File: config.mk
export PLATFORM = sky130hd
export DESIGN_NAME = dfd_pixel_stream_source
export DESIGN_NICKNAME = d
export VERILOG_FILES = /design/src/rtl/dfd_pixel_stream_source.sv
export SDC_FILE = /design/constraint.sdc
export NUM_CORES = 1
export LEC_CHECK = 0
export BUFFER_PORTS_ARGS = -buffer_cell sky130_fd_sc_hd__buf_4
export CAP_MARGIN = 25
export CORE_UTILIZATION = 55
export DETAILED_ROUTE_END_ITERATION = 6
export GPL_TIMING_DRIVEN = 0
export PLACE_DENSITY = 0.78
export SLEW_MARGIN = 20
export SYNTH_ARGS = -nofsm -noshare
export SYNTH_HDL_FRONTEND = slang
export SYNTH_SLANG_ARGS = --single-unit
File: constraint.sdc
create_clock -name clk_i -period 3 [get_ports clk_i]
set_input_delay 0.6 -clock clk_i [delete_from_list [all_inputs] [get_ports clk_i]]
set_output_delay 0.6 -clock clk_i [all_outputs]
set_load 0.01 [all_outputs]
File: src/rtl/dfd_pixel_stream_source.sv
// rtl/dfd_pixel_stream_source.sv - raster pixel source with generated col/row and h/v blanking
// Optional s_last_i consistency check with resync is enabled by DFD_PIXEL_SOURCE_LAST_CHECK_EN.
module dfd_pixel_stream_source #(
  parameter int IMAGE_WIDTH  = 640,
  parameter int IMAGE_HEIGHT = 480,
  parameter int H_BLANK      = 0,
  parameter int V_BLANK      = 16,
  parameter int BLANK_WIDTH  = 16
) (
  input  logic        clk_i,
  input  logic        rst_i,
  input  logic        enable_i,
  input  logic [15:0] s_data_i,
  input  logic        s_valid_i,
  input  logic        s_last_i,
  output logic        s_ready_o,
  output logic [7:0]  i_rho_plus_uint8_o,
  output logic [7:0]  i_rho_minus_uint8_o,
  output logic [15:0] col_o,
  output logic [15:0] row_o,
  output logic        valid_o,
  output logic        frame_done_o,
  output logic        busy_o,
  output logic        err_o
);

  localparam logic [15:0] COL_LAST = 16'(IMAGE_WIDTH - 1);
  localparam logic [15:0] ROW_LAST = 16'(IMAGE_HEIGHT - 1);
  localparam logic [BLANK_WIDTH-1:0] H_LAST = BLANK_WIDTH'(H_BLANK - 1);
  localparam logic [BLANK_WIDTH-1:0] V_LAST = BLANK_WIDTH'(V_BLANK - 1);

  typedef enum logic [1:0] {IDLE, ACTIVE, HBLANK, VBLANK} state_t;

  state_t                 state;
  state_t                 state_nxt;
  logic [15:0]            col;
  logic [15:0]            row;
  logic [BLANK_WIDTH-1:0] blank_cnt;
  logic                   accept;
  logic                   row_end;
  logic                   frame_end;
  logic                   early_last;

  assign s_ready_o = (state == ACTIVE);
  assign busy_o    = (state != IDLE);
  assign accept    = s_ready_o && s_valid_i;
  assign row_end   = (col == COL_LAST);
  assign frame_end = row_end && (row == ROW_LAST);

`ifdef DFD_PIXEL_SOURCE_LAST_CHECK_EN
  // An early end-of-frame marker ends the frame on that beat so the source realigns to upstream.
  assign early_last = s_last_i && !frame_end;

  always_ff @(posedge clk_i or negedge rst_i) begin
    if (!rst_i) begin
      err_o <= 1'b0;
    end else if (accept && (s_last_i != frame_end)) begin
      err_o <= 1'b1;
    end
  end
`else
  logic unused_last;
  assign unused_last = s_last_i;
  assign early_last  = 1'b0;
  assign err_o       = 1'b0;
`endif

  always_ff @(posedge clk_i or negedge rst_i) begin
    if (!rst_i) begin
      state <= IDLE;
    end else begin
      state <= state_nxt;
    end
  end

  always_comb begin
    state_nxt = state;
    case (state)
      IDLE: begin
        if (enable_i) state_nxt = ACTIVE;
      end
      ACTIVE: begin
        if (accept) begin
          if (frame_end || early_last) begin
            state_nxt = (V_BLANK > 0) ? VBLANK : IDLE;
          end else if (row_end && (H_BLANK > 0)) begin
            state_nxt = HBLANK;
          end
        end
      end
      HBLANK: begin
        if (blank_cnt == H_LAST) state_nxt = ACTIVE;
      end
      VBLANK: begin
        if (blank_cnt == V_LAST) state_nxt = IDLE;
      end
      default: state_nxt = IDLE;
    endcase
  end

  // Data/coordinates only load on an accepted beat, so they hold through gaps and blanking.
  always_ff @(posedge clk_i or negedge rst_i) begin
    if (!rst_i) begin
      col                 <= '0;
      row                 <= '0;
      blank_cnt           <= '0;
      valid_o             <= 1'b0;
      frame_done_o        <= 1'b0;
      col_o               <= '0;
      row_o               <= '0;
      i_rho_plus_uint8_o  <= '0;
      i_rho_minus_uint8_o <= '0;
    end else begin
      valid_o      <= 1'b0;
      frame_done_o <= 1'b0;
      case (state)
        IDLE: begin
          if (enable_i) begin
            col       <= '0;
            row       <= '0;
            blank_cnt <= '0;
          end
        end
        ACTIVE: begin
          blank_cnt <= '0;
          if (accept) begin
            valid_o             <= 1'b1;
            frame_done_o        <= frame_end;
            col_o               <= col;
            row_o               <= row;
            i_rho_plus_uint8_o  <= s_data_i[15:8];
            i_rho_minus_uint8_o <= s_data_i[7:0];
            if (frame_end || early_last) begin
              col <= '0;
              row <= '0;
            end else if (row_end) begin
              col <= '0;
              row <= row + 16'd1;
            end else begin
              col <= col + 16'd1;
            end
          end
        end
        HBLANK, VBLANK: begin
          blank_cnt <= blank_cnt + 1'b1;
        end
        default: begin
          blank_cnt <= '0;
        end
      endcase
    end
  end

endmodule
# Yosys cells after proc, flatten, opt, wreduce, memory -nomap -nowiden
# Index checks and enable logic that the tools add are counted.
# Widths: inputs -> output; s select.
# classes
n_addsub,3
n_eq_ne,13
n_reduce_logical,10
mux,20
# ops
operator,n
$mux 16,7
$pmux 16 s2,2
$add 16x1->16 const B,3
$pmux 16 s3,1
$eq 16x10->1 const B,1
$eq 16x16->1 const B,1
$eq 16x4->1 const B,1
$eq 16x9->1 const B,1
$mux 2,5
$pmux 2 s4,1
$ne 2x2->1 const B,3
$reduce_and 5->1,1
$eq 2x2->1 const B,2
$mux 1,4
$ne 2x1->1 const B,2
$reduce_and 4->1,1
$reduce_bool 2->1,2
$ne 3x1->1 const B,1
$reduce_and 3->1,1
$eq 2x1->1 const B,1
$logic_and 1x1->1,2
$logic_not 2->1,1
$reduce_and 2->1,1
$reduce_or 2->1,1
# totals
inputBits,21
register_bits,100
wordCells,56

# Depth between registers and ports, before layout
# Gate-level depths: netlist of the first run.
# logic_depth
ltp_word,5
ltp_mapped,9

# Least setup slack after synthesis of the first run
# No wires, ideal clock.
# synth_path
kind,reg-to-reg
startpoint,register col[10]
endpoint,register row[4]
required_ns,2.913
setup_slack_ns,0.811
period_less_slack_ns,2.189
setup_time_ns,0.087
path_stages_with_launch,6
arrival_time_ns,2.102
path_cell_list,dfrtp_1 -> or4b_4 -> o41ai_4 -> nand2_2 -> or4_1 -> o211ai_1
# synth_between
elab_chain_len,5
elab_cells_between_ends,7
# synth_rtl
element,line_no,source
"start, declared",36,logic [15:0] col;
"start signal, assigned",140,col <= col + 16'd1;
$eq 16x10->1 *,47,assign row_end = (col == COL_LAST);
$logic_and 1x1->1,48,assign frame_end = row_end && (row == ROW_LAST);
$mux 16,133,if (frame_end || early_last) begin
$mux 16,126,if (accept) begin
$pmux 16 s2,116,case (state)
"end signal, assigned",138,row <= row + 16'd1;
"end, declared",37,logic [15:0] row;
# Mark *: on every way between the ends. The rest lies on a longest branch, timed or not. The select of a mux whose other input is x is not followed.
# A chain may end at the register's enable or synchronous reset.

# Final worst setup path of the first run
# layout_path
startpoint,register col[13]
endpoint,register row[10]
# The elaborated chain is that of the path after synthesis.

==> results of run 1 <==
## report_power, final
group,switching [mW],internal (mW),total (mW)
logic,0.180,0.135,0.316
registers,0.0633,1.43,1.49
clock network,0.453,0.373,0.826
## final cells by class
type	instances	area (µm²)	area share, %
plain buffers	22	88.8	1.63
clock buffers	12	165	3.03
clock inverters	4	32.5	0.597
inverters	7	26.3	0.483
multi-input cells	371	1960	35.9
flip-flops and latches	100	2500	46.0
well taps	102	128	2.34
repair buffers	73	547	10.0
## routing by layer
layer	up-vias	track usage, %
met4	0	8.59
met5	-	0
met2	103	39.6
li1	1868	-
met3	15	3.58
met1	1801	33.2
## logic make-up (layout without fill, tap and decap cells)
kind of cell / after synthesis / in the layout
XOR/XNOR: 20 / 20
multiplexers: 2 / 2
other: 1 / 1
adder cells (fa/ha/maj): 3 / 3
flip-flops: 100 / 100
AO/OA/AOI/OAI: 67 / 67
AND/OR/NAND/NOR: 278 / 278
buffers and inverters: 29 / 118
## worst max-delay path by stage
stage                  start           end  slack, ps
floorplan            col[10]        row[4]        810
CTS                  col[13]       row[10]        520
global route         col[10]       row[13]        360
finish               col[13]       row[10]        510
detailed placement  enable_i  blank_cnt[9]        420
global placement    enable_i  blank_cnt[9]        550
## worst max-delay path: cells and delay by family (launching register included)
kind            cells  cell delay, ps
flops               1             460
compound gates      3             840
simple gates        2             800
buf+inv             1             260
## registers in the layout, indices dropped and copies added, names as in the netlist
| name | count |
|---|---|
| col | 16 |
| valid_o | 1 |
| state | 2 |
| i_rho_minus_uint8_o | 8 |
| frame_done_o | 1 |
| i_rho_plus_uint8_o | 8 |
| row | 16 |
| blank_cnt | 16 |
| row_o | 16 |
| col_o | 16 |
## synthesized netlist by cell type, types with 2 or more instances
cell type / count
a21oi_1: 9
a22o_1: 6
a31oi_1: 2
a41oi_1: 2
and2_1: 2
and3_1: 8
buf_1: 2
buf_2: 2
clkbuf_1: 17
dfrtp_1: 100
ha_1: 3
inv_1: 6
nand2_1: 167
nand2_2: 2
nand2b_1: 3
nand3_1: 19
nand3b_1: 2
nand4_1: 14
nor2_1: 31
nor3_1: 4
nor4_1: 5
o21ai_0: 24
o21ai_1: 2
o2bb2ai_1: 3
o31ai_1: 10
o41ai_2: 2
or2_2: 4
or3_1: 6
or4_1: 3
xnor2_1: 4
xor2_1: 16
## metrics by stage
step | power [mW] | utilization (%) | instance area (µm²) | worst slack [ps]
2_1_floorplan | 1.67 | - | 4570 | 811
5_1_grt | 2.75 | 69.0 | 5450 | 364
6_report | 2.64 | 69.0 | 5450 | 515
4_1_cts | 2.66 | 68.9 | 5440 | 518
3_5_place_dp | 1.84 | 66.4 | 5240 | 418
3_3_place_gp | 1.83 | 66.4 | 5230 | 554
==> impl_metrics.toml, run 1 <==
[status]
status = "complete, no violations"

[cells_and_area]
n_fill_cell = 641
finalNetCount = 608
drive_gt1_share_pct = 18.0
final_common_cell = "nand2_1"
area_growth_pct = 19.1
final_cells = 691
antennaDiodeCount = 0
final_cell_mix = "167 x nand2_1, 100 x dfrtp_1, 71 x buf_4"

[global_route]
grt_pass1_wl_mm = 16.7
grt_pass1_vias = 3659
grt_max_degree = 101
antenna_found_initial = 0
grtUsageTotal_pct = 24.3
gr-total-overflow = 0

[placement]
gp_congestion = 0.896
portBuffers = 71
dp_cells = 673
place_hpwl_mm = 6.98

[worst_setup_path]
cp.arrival_ps = 2720
cp-end-kind = "flip-flop"
crit_type = "flip-flop to flip-flop"
reg2reg_from = "col[13]"
worstPathCellList = "or4_1 > o41ai_4 > nand2_2 > clkbuf_1 > o21ai_0 > o31ai_1"
crit_path_start_kind = "flip-flop"
r2r_end = "row[10]"
critPathMaxFanout = 10
slowest_stage = "or4_1"
required_ps = 3230
cp_slowest_stage_delay_ps = 630
r2r_setup_slack_ps = 510
worstRegToRegCells = 6

[die]
boundaryPins = 74
die_h_um = 93.2
rows = 32
initial_utilization_pct = 58.0
core_area_um2 = 7890
dieArea_um2 = 8680
die-width_um = 93.2

[routing]
totalWireLength_mm = 9.90
dr.pass1.iters = 4
avgRoutedWirePerCell_um = 14.3
wirelength_met1_mm = 4.61
postRouteAntennaNets = 0
drt_iter0_markers = 237
wl_met3_um = 390
wl_met2_mm = 4.74
drc = 0
vias = 3787
dr.max_layer_used = "met4"
vias_per_cell = 5.48

[logic_synthesis]
synth_xor_area_share_pct = 3.83
yosys_register_bits = 100
syn_area_um2 = 4570
yosys.area.top_type = "dfrtp_1"
synthCells = 500
synth_flop_cell = "dfrtp_1"
yosys.area.top_type_share_pct = 54.7
synth_cell_type_count = 51
synth_top_cells_by_area = "dfrtp_1 55%, nand2_1 14%, xor2_1 3.1%"
async_reset_ff_share_pct = 100
yosysSeqAreaShare_pct = 54.7
synthAdderAreaFrac_pct = 0.821
synth_compound_area_share_pct = 10.3
synth_nets = 524
synth-simple-area-share_pct = 27.3
yosys_warnings = 0
synthMuxAreaShare_pct = 0.465
synth.avg_cell_area_um2 = 9.15
synth-edff-count = 0
synth_top_family_by_area = "simple AND/OR/NAND/NOR gates"

[sta]
skew_ps = 14.9
setup_viol_count_final = 0
slew_headroom_pct = 42.1
whs_ps = 325
hold_viol = 0
rsz0062_at_grt = "no"
period_share_pct = 82.8
fmax_mhz = 402
final_max_slew_viol_count = 0
setup_tns_ps = 0
worst_pin_slew_ps = 869
period_minus_slack_ps = 2490

[pwr]
irDropWorstVdd_mv = 0.269
p_leak_nw = 2.74
power.density_nw_per_um2 = 484

[worst_hold_path]
hold_class = "input port to async pin"

[cts]
worstSkewPairLatency_ps = 360
clockBufferDepth = 2
cts_sinks = 100
hold_buffers = 0
post_cts_buffers = 0
clock-root-buffer = "clkbuf_8"
cts_buffers = 9
cts_tree = "built"
htree_levels = 3
clk_pin_slew_worst_paths_ps = 100
cts.repair.resized = 0

[run]
drv_cap = 0
(Power assumes the default switching activity.)
==> inputs of run 2 (changes only) <==
--- a/config.mk
+++ b/config.mk
@@ -7,10 +7,10 @@
 export LEC_CHECK = 0
 export BUFFER_PORTS_ARGS = -buffer_cell sky130_fd_sc_hd__buf_4
 export CAP_MARGIN = 25
-export CORE_UTILIZATION = 55
+export CORE_UTILIZATION = 51
 export DETAILED_ROUTE_END_ITERATION = 6
 export GPL_TIMING_DRIVEN = 0
-export PLACE_DENSITY = 0.78
+export PLACE_DENSITY = 0.76
 export SLEW_MARGIN = 20
 export SYNTH_ARGS = -nofsm -noshare
 export SYNTH_HDL_FRONTEND = slang
==> constraint.sdc (replaced) <==
create_clock -name clk_i -period 2 [get_ports clk_i]
set_input_delay 0.4 -clock clk_i [delete_from_list [all_inputs] [get_ports clk_i]]
set_output_delay 0.4 -clock clk_i [all_outputs]
set_load 0.01 [all_outputs]
==> impl_metrics.toml, run 2 (synthesis gave the netlist of run 1 again) <==
[pwr]
irDropWorstVdd_mv = 0.363
power_mw = 4.01
p_leak_nw = 2.98
power.density_nw_per_um2 = 678

[sta]
setup_viol_count_final = 28
period_minus_slack_ps = 2240
skew_ps = 15.9
fmax_mhz = 446
final_max_slew_viol_count = 0
period_share_pct = 112
fin_ws_ps = -244
worst_pin_slew_ps = 876
hold_viol = 0
slew_headroom_pct = 41.6
whs_ps = 106
rsz0062_at_grt = "yes"

[worst_setup_path]
cp-end-kind = "flip-flop"
worstPathCellList = "or4_4 > o41ai_4 > buf_4 > buf_4 > nand4_1 > xnor2_1 > nor2_1"
slowest_stage = "or4_4"
crit_type = "flip-flop to flip-flop"
cp.arrival_ps = 2500
critPathMaxFanout = 3
cp_slowest_stage_delay_ps = 570
crit_path_start_kind = "flip-flop"
r2r_end = "row[8]"
reg2reg_from = "col[15]"
r2r_setup_slack_ps = -240
cp_common_cell = "buf_4"
required_ps = 2260
worstRegToRegCells = 7

[routing]
vias_per_cell = 5.61
totalWireLength_mm = 10.8
vias = 4001
drc = 0
drt_iter0_markers = 255
avgRoutedWirePerCell_um = 15.2
dr.pass1.iters = 5
postRouteAntennaNets = 0

[cells_and_area]
postLayoutCellArea_um2 = 5910
final_cell_mix = "164 x nand2_1, 98 x dfrtp_1, 87 x buf_4"
area_growth_pct = 29.3
n_fill_cell = 652
finalNetCount = 624
final_common_cell = "nand2_1"
multi_input_comb_area_um2 = 2210
antennaDiodeCount = 0
regArea_um2 = 2500
drive_gt1_share_pct = 28.6
final_cells = 713

[cts]
clk_pin_slew_worst_paths_ps = 100
cts_sinks = 100
clockBufferDepth = 2
clock-root-buffer = "clkbuf_8"
htree_levels = 3
cts_tree = "built"
hold_buffers = 0
cts_buffers = 9
worstSkewPairLatency_ps = 380

[placement]
gp_congestion = 0.857
dpl_cell_area_um2 = 5260
portBuffers = 71
dp_cells = 679
place_hpwl_mm = 6.77
preCtsSetupSlack_ps = -426

[global_route]
grt_pass1_wl_mm = 17.8
antenna_found_initial = 0
grt_max_degree = 101
gr-total-overflow = 0
grtUsageTotal_pct = 23.3
grt_pass1_vias = 3760

[die]
dieArea_um2 = 9350
initial_utilization_pct = 52.4
rows = 34
die-width_um = 96.7
core_area_um2 = 8720
boundaryPins = 74
die_h_um = 96.7

[status]
violations = "setup timing"
status = "finished with violations"

[run]
drv_cap = 0

[worst_hold_path]
hold_class = "input port to async pin"
==> run 2: changes by cell type in the layout (fill, tap and decap cells not counted), sizes merged <==
cell / delta
clkbuf: -7
buf: +21
inv: +2
==> run 2: area by class of cell <==
type	count	share of cell area (%)
timing repair buffer	93	12.4
inverter	7	0.487
multi-input combinational	371	37.3
buffer	18	1.95
clock buffer	10	2.33
sequential	100	42.4
clock inverter	6	0.931
tap	108	2.29
==> run 2: repair_timing <==
item	in CTS	in global routing
pin swaps	22	11
resized for setup	62	27
gates cloned	1	0
buffers inserted	16	5
endpoints found under the setup margin	88	38
==> run 2: power by group <==
group / leakage [nW] / switching (mW) / internal, mW
logic: 1.58 / 0.254 / 0.215
clock network: 0.0925 / 0.749 / 0.508
registers: 1.31 / 0.134 / 2.15
==> run 2: through the flow <==
| step | setup TNS, ps | util [%] |
|---|---|---|
| after floorplan | -693 | - |
| after global placement | -14840 | 60.2 |
| final | -4820 | 67.8 |
| after global routing | -6430 | 67.8 |
| after CTS | -2450 | 66.3 |
| after detailed placement | -17760 | 60.3 |
==> run 2: worst max-delay path: cells and delay by family (launching register included) <==
family	cells	cell delay, ps
and+or+nand+nor	3	760
AOI/OAI and AO/OA	1	430
DFF	1	420
buffers and inverters	2	300
xor gates and xnor gates	1	220
==> run 2: how the worst max path moves through the flow <==
stage                       start      end  slack, ps  cells past startpoint
after global routing      col[15]  row[11]       -310                      7
after global placement    col[12]   row[5]       -380                      6
after detailed placement  col[12]  row[13]       -430                      6
final                     col[15]   row[8]       -240                      7
after CTS                 col[11]   row[4]       -180                      5
after floorplan           col[12]   row[4]       -120                      5
==> run 2: metal layers <==
layer,global-route usage (%),vias to the layer above,routed length [µm]
met3,4.48,31,584
met1,31.6,1920,4770
met5,0,-,0
met4,9.64,0,311
li1,-,1903,-
met2,36.9,147,5160
